### src/rtl/rx_deserializer.sv
// rx_deserializer
//   UART receive deserializer. Oversamples the asynchronous rx line on baud
//   ticks, assembles 8 data bits (optionally followed by a parity bit and
//   always by one stop bit) and writes each good byte into an external FIFO.
//
// Ports
//   clk            system clock, all state changes on rising edge
//   rst            asynchronous active-high reset
//   p_BaudSig_i    oversample tick, one clk wide, OVERSAMPLE ticks per bit
//   SerialData_i   asynchronous rx line, idle high
//   p_BigEnd_i     1 = first data bit is bit7, 0 = first data bit is bit0
//   p_ParityEn_i   1 = a parity bit follows the data bits
//   p_ParityOdd_i  1 = odd parity, 0 = even parity
//   p_FifoFull_i   rx FIFO full
//   n_FifoWe_o     FIFO write strobe, active low, one clk wide
//   FifoData_o     received byte, held until the next good frame
//   p_ParityErr_o  one-clk pulse on parity mismatch
//   p_FrameErr_o   one-clk pulse when the stop bit is sampled low
//   p_Overrun_o    one-clk pulse when a good frame is dropped (FIFO full)
//   State_o        current FSM state, one-hot
module rx_deserializer #(
   parameter int OVERSAMPLE = 16
) (
   input  logic       clk,
   input  logic       rst,
   input  logic       p_BaudSig_i,
   input  logic       SerialData_i,
   input  logic       p_BigEnd_i,
   input  logic       p_ParityEn_i,
   input  logic       p_ParityOdd_i,
   input  logic       p_FifoFull_i,
   output logic       n_FifoWe_o,
   output logic [7:0] FifoData_o,
   output logic       p_ParityErr_o,
   output logic       p_FrameErr_o,
   output logic       p_Overrun_o,
   output logic [4:0] State_o
);

   localparam logic [4:0] IDLE      = 5'b0_0001;
   localparam logic [4:0] STARTBIT  = 5'b0_0010;
   localparam logic [4:0] DATABITS  = 5'b0_0100;
   localparam logic [4:0] PARITYBIT = 5'b0_1000;
   localparam logic [4:0] STOPBIT   = 5'b1_0000;

   localparam logic [3:0] MID_TICK  = 4'(OVERSAMPLE / 2 - 1);
   localparam logic [3:0] LAST_TICK = 4'(OVERSAMPLE - 1);

   logic       sync1_q, sync1_d;
   logic       sync2_q, sync2_d;
   logic       line_prev_q, line_prev_d;
   logic [4:0] state_q, state_d;
   logic [3:0] tick_q, tick_d;
   logic [2:0] bit_q, bit_d;
   logic       armed_q, armed_d;
   logic       big_q, big_d;
   logic       par_en_q, par_en_d;
   logic       odd_q, odd_d;
   logic       par_acc_q, par_acc_d;
   logic       par_err_q, par_err_d;
   logic [7:0] shift_q, shift_d;
   logic [7:0] data_q, data_d;
   logic       n_we_q, n_we_d;
   logic       perr_q, perr_d;
   logic       ferr_q, ferr_d;
   logic       ovr_q, ovr_d;
   logic       line_s;
   logic [2:0] pos_s;

   assign line_s = sync2_q;

   // Next-state logic: synchronizer, FSM, counters, byte assembly and result pulses.
   always_comb begin
      sync1_d     = SerialData_i;
      sync2_d     = sync1_q;
      line_prev_d = line_s;
      state_d     = state_q;
      bit_d       = bit_q;
      armed_d     = armed_q;
      big_d       = big_q;
      par_en_d    = par_en_q;
      odd_d       = odd_q;
      par_acc_d   = par_acc_q;
      par_err_d   = par_err_q;
      shift_d     = shift_q;
      data_d      = data_q;
      n_we_d      = 1'b1;
      perr_d      = 1'b0;
      ferr_d      = 1'b0;
      ovr_d       = 1'b0;
      // Byte position of the bit currently being received.
      if (big_q) begin
         pos_s = 3'd7 - bit_q;
      end else begin
         pos_s = bit_q;
      end
      if (p_BaudSig_i) begin
         tick_d = tick_q + 4'd1;
      end else begin
         tick_d = tick_q;
      end

      case (state_q)
         IDLE: begin
            // Re-arm only after the line has been seen high on a tick, so a
            // line stuck low after a framing error cannot start a frame.
            if (p_BaudSig_i && line_s) begin
               armed_d = 1'b1;
            end else begin
               armed_d = armed_q;
            end
            if (line_prev_q && !line_s && armed_q) begin
               state_d   = STARTBIT;
               tick_d    = 4'd0;
               bit_d     = 3'd0;
               big_d     = p_BigEnd_i;
               par_en_d  = p_ParityEn_i;
               odd_d     = p_ParityOdd_i;
               par_acc_d = 1'b0;
               par_err_d = 1'b0;
            end else begin
               state_d = IDLE;
            end
         end
         STARTBIT: begin
            if (p_BaudSig_i && (tick_q == MID_TICK)) begin
               tick_d = 4'd0;
               if (!line_s) begin
                  state_d = DATABITS;
               end else begin
                  state_d = IDLE;
               end
            end else begin
               state_d = STARTBIT;
            end
         end
         DATABITS: begin
            if (p_BaudSig_i && (tick_q == LAST_TICK)) begin
               tick_d         = 4'd0;
               shift_d[pos_s] = line_s;
               par_acc_d      = par_acc_q ^ line_s;
               bit_d          = bit_q + 3'd1;
               if (bit_q == 3'd7) begin
                  if (par_en_q) begin
                     state_d = PARITYBIT;
                  end else begin
                     state_d = STOPBIT;
                  end
               end else begin
                  state_d = DATABITS;
               end
            end else begin
               state_d = DATABITS;
            end
         end
         PARITYBIT: begin
            if (p_BaudSig_i && (tick_q == LAST_TICK)) begin
               tick_d    = 4'd0;
               par_err_d = par_acc_q ^ line_s ^ odd_q;
               state_d   = STOPBIT;
            end else begin
               state_d = PARITYBIT;
            end
         end
         STOPBIT: begin
            if (p_BaudSig_i && (tick_q == LAST_TICK)) begin
               tick_d  = 4'd0;
               state_d = IDLE;
               if (!line_s) begin
                  ferr_d  = 1'b1;
                  armed_d = 1'b0;
               end else begin
                  perr_d = par_err_q;
                  if (p_FifoFull_i) begin
                     ovr_d = 1'b1;
                  end else begin
                     n_we_d = 1'b0;
                     data_d = shift_q;
                  end
               end
            end else begin
               state_d = STOPBIT;
            end
         end
         default: begin
            state_d = IDLE;
            tick_d  = 4'd0;
         end
      endcase
   end

   // State registers with asynchronous reset.
   always_ff @(posedge clk or posedge rst) begin
      if (rst) begin
         sync1_q     <= 1'b1;
         sync2_q     <= 1'b1;
         line_prev_q <= 1'b1;
         state_q     <= IDLE;
         tick_q      <= 4'd0;
         bit_q       <= 3'd0;
         armed_q     <= 1'b0;
         big_q       <= 1'b0;
         par_en_q    <= 1'b0;
         odd_q       <= 1'b0;
         par_acc_q   <= 1'b0;
         par_err_q   <= 1'b0;
         shift_q     <= 8'h00;
         data_q      <= 8'h00;
         n_we_q      <= 1'b1;
         perr_q      <= 1'b0;
         ferr_q      <= 1'b0;
         ovr_q       <= 1'b0;
      end else begin
         sync1_q     <= sync1_d;
         sync2_q     <= sync2_d;
         line_prev_q <= line_prev_d;
         state_q     <= state_d;
         tick_q      <= tick_d;
         bit_q       <= bit_d;
         armed_q     <= armed_d;
         big_q       <= big_d;
         par_en_q    <= par_en_d;
         odd_q       <= odd_d;
         par_acc_q   <= par_acc_d;
         par_err_q   <= par_err_d;
         shift_q     <= shift_d;
         data_q      <= data_d;
         n_we_q      <= n_we_d;
         perr_q      <= perr_d;
         ferr_q      <= ferr_d;
         ovr_q       <= ovr_d;
      end
   end

   assign n_FifoWe_o    = n_we_q;
   assign FifoData_o    = data_q;
   assign p_ParityErr_o = perr_q;
   assign p_FrameErr_o  = ferr_q;
   assign p_Overrun_o   = ovr_q;
   assign State_o       = state_q;

endmodule

### config.mk
export PLATFORM = sky130hd
export DESIGN_NAME = rx_deserializer
export DESIGN_NICKNAME = d
export VERILOG_FILES = /design/src/rtl/rx_deserializer.sv
export SDC_FILE = /design/constraint.sdc
export NUM_CORES = 1
export LEC_CHECK = 0
export ABC_AREA = 0
export CAP_MARGIN = 20
export CORE_AREA = 4 4 64 66
export CTS_BUF_LIST = sky130_fd_sc_hd__clkbuf_2 sky130_fd_sc_hd__clkbuf_4 sky130_fd_sc_hd__clkbuf_8
export CTS_CLUSTER_DIAMETER = 50
export DETAILED_ROUTE_END_ITERATION = 10
export DIE_AREA = 0 0 68 70
export HOLD_SLACK_MARGIN = 0.03
export PLACE_DENSITY = 0.78
export SYNTH_ARGS = -nofsm -noshare
export SYNTH_HDL_FRONTEND = slang
export SYNTH_SLANG_ARGS = --single-unit
### constraint.sdc
create_clock -name clk -period 2.5 [get_ports clk]
set_input_delay 0.375 -clock clk [delete_from_list [all_inputs] [get_ports clk]]
set_output_delay 0.375 -clock clk [all_outputs]
set_load 0.01 [all_outputs]
==> results.json <==
{
  "core_sq_um": 3580,
  "clk_pin_slew_ns": 0.12,
  "seq_area_frac_synth": 0.540,
  "grt_pass1_vias": 1321,
  "cp_num_buf_inv": 0,
  "drv_cap": 0,
  "fmax_ghz": 0.485,
  "min_period_ns": 2.06,
  "post-place-cells": 227,
  "layout.cells.most_common": "dfrtp_1",
  "p_int_mw": 0.989,
  "gp_congestion": 0.815,
  "powerDensity_nw_per_um2": 628,
  "place_area_sq_um": 2220,
  "synth_seq_cells": 41,
  "slowest_stage": "dfrtp_1",
  "slew_viol_final": 0,
  "synth_fp_nets": 168,
  "num_antenna_cells": 0,
  "grt.total_usage": 0.168,
  "r2r-start": "State_o[2]$_DFF_PP0_",
  "fin_skew_ns": 0.0101,
  "top_usage_layer": "met2",
  "netlist_instances": 157,
  "cp_slowest_stage_delay_ns": 0.51,
  "wl_per_cell_um": 15.0,
  "start_util": 0.535,
  "ys_warn_count": 0,
  "grt.met1_usage": 0.212,
  "min_path_type": "register to register",
  "rows": 22,
  "max-slew-margin-rel": 0.648,
  "grtUsageMet3": 0.0691,
  "cp_max_fo": 9,
  "async_flop_share": 1.00,
  "worstPathCellList": "or3_1 -> nor4b_4 -> nor2_1 -> mux2_2",
  "fillers": 293,
  "worstSetupPathType": "register to register",
  "cts_hold_buf": 0,
  "arrival_ns": 2.31,
  "synth_edf_count": 0,
  "final_cell_mix": "36 x dfrtp_1, 24 x clkdlybuf4s50_1, 12 x mux2_2",
  "hpwlAfterDp_um": 2590,
  "pwr-share-comb": 0.209,
  "globalRoute.totalOverflow": 0,
  "final_cell_area_sq_um": 2270,
  "clk_latency_ns": 0.36,
  "vias": 1366,
  "power_leakage_nw": 0.996,
  "power_mw": 1.43,
  "viasPerCell": 5.81,
  "clock_path_buffers": 2,
  "ant_nets": 0,
  "die-area_sq_um": 4760,
  "drtPass1Iterations": 4,
  "hp-start": "sync1_q$_DFF_PP1_",
  "layoutNonFillerInstCount": 235,
  "clock_power_share": 0.230,
  "drive_gt1_frac": 0.193,
  "cts_sinks": 41,
  "status": "finished, final reports clean",
  "rsz0062_at_grt": "no",
  "finalHoldViolCount": 0,
  "io_buffers": 24,
  "cts_setup_buffers": 0,
  "route.detailed.drc": 0,
  "wirelength_um": 3530,
  "worstMarginPinSlew_ns": 0.515,
  "fin_nets": 197,
  "ys_types": 46,
  "grt_max_degree": 42,
  "clockRootBuffer": "clkbuf_4",
  "ios": 25,
  "timing.critical_path.max_delay_family": "simple AND/OR/NAND/NOR gates",
  "cts_tree": "done",
  "die_w_um": 68,
  "critPathLaunchType": "register",
  "utilization": 0.636,
  "antenna_found_initial": 0,
  "ys.flop_type": "dfrtp_1",
  "power.share.sequential": 0.561,
  "grt_first_pass_wirelength_um": 5950,
  "cp.required_ns": 2.75,
  "die_h_um": 70,
  "area_growth_pct": 18.9,
  "htreeDepth": 2,
  "ff_latch_area_sq_um": 1030,
  "cts_resized": 0,
  "netlist_area_sq_um": 1910,
  "crit_start": "State_o[2]$_DFF_PP0_",
  "peakVddDrop_uv": 383,
  "met2_usage": 0.254,
  "end_kind": "register",
  "multiInputGateArea_sq_um": 835,
  "drt-initial-drc-count": 47,
  "finalSetupTns_ns": 0,
  "switchingPower_mw": 0.438,
  "cts_buffers": 5,
  "syn_avg_cell_area_sq_um": 12.2,
  "switching_share": 0.307,
  "final-setup-viol-count": 0,
  "fin_crit_sh": 0.824
}
state kept, by name (all words and copies together) (netlist names):
signal	count
FifoData_o	8
shift_q	8
State_o	5
tick_q	4
bit_q	3
armed_q	1
big_q	1
line_prev_d	1
line_prev_q	1
n_FifoWe_o	1
odd_q	1
p_FrameErr_o	1
p_Overrun_o	1
p_ParityErr_o	1
par_acc_q	1
par_en_q	1
par_err_q	1
sync1_q	1
cells by family after synthesis:
family | synth area share
AND/OR/NAND/NOR | 0.159
AO/OA/AOI/OAI | 0.134
flip-flops | 0.540
XOR/XNOR | 0.0320
buffers and inverters | 0.0242
adder cells (fa/ha/maj) | 0.0196
multiplexers | 0.0916
worst paths after layout:
| check | end | slack (ns) | depth (start not counted) |
|---|---|---|---|
| setup / recovery | bit_q[0]$_DFFE_PP0P_ | 0.44 | 4 |
| hold / removal | line_prev_d$_DFF_PP1_ | 0.36 | 0 |
| setup reg to reg | bit_q[0]$_DFFE_PP0P_ | 0.44 | 4 |
| hold reg to reg | line_prev_d$_DFF_PP1_ | 0.36 | 0 |
| max in group asynchronous | n_FifoWe_o$_DFF_PP1_ | 1.71 | 3 |
| min in group asynchronous | State_o[1]$_DFF_PP0_ | 0.43 | 3 |
synth_stat cells (2+ instances only):
master    number  share of area
dfrtp_1       36           0.47
mux2_2        12          0.071
o21ai_0       11          0.029
o31ai_1       10          0.039
nor2_1         7          0.014
dfstp_2        5          0.069
nor3b_1        5          0.020
inv_1          4         0.0078
mux2i_1        4          0.021
xor2_1         4          0.018
a22o_1         3          0.014
and3_1         3         0.0098
buf_2          3         0.0078
clkbuf_1       3         0.0059
ha_1           3          0.020
nand4_1        3         0.0098
nor3_1         3         0.0078
xnor2_1        3          0.014
a21oi_1        2         0.0052
a32o_1         2          0.010
nand2_1        2         0.0039
nand2b_1       2         0.0065
nand3b_1       2         0.0078
nor2b_1        2         0.0065
or2_2          2         0.0065
power groups by stage:
| stage | Sequential (mW) | Clock (mW) | Combinational [mW] |
|---|---|---|---|
| 2_1_floorplan | 0.785 | 0 | 0.236 |
| 3_3_place_gp | 0.806 | 0 | 0.289 |
| 3_5_place_dp | 0.813 | 0 | 0.302 |
| 4_1_cts | 0.800 | 0.343 | 0.303 |
| 5_1_grt | 0.810 | 0.375 | 0.326 |
| 6_report | 0.800 | 0.329 | 0.298 |
routing by layer:
metal  up-vias  share of wire
li1        656              -
met1       664           0.45
met2        41           0.48
met3         5          0.050
met4         0          0.019
met5         -              0
per-stage QoR:
step                      hold WS (ns)  worst slack (ns)
after global routing             0.373             0.305
after floorplan                  0.345             0.580
after detailed placement         0.348             0.295
after global placement           0.347             0.319
after CTS                        0.367             0.418
final                            0.363             0.439
final cells by class:
type,count,area share
inverter,4,0.00660
clock buffer,6,0.0198
tap,48,0.0264
clock inverter,2,0.00440
multi-input combinational,105,0.367
sequential,41,0.454
timing repair buffer,29,0.122
(Power assumes the default switching activity.)
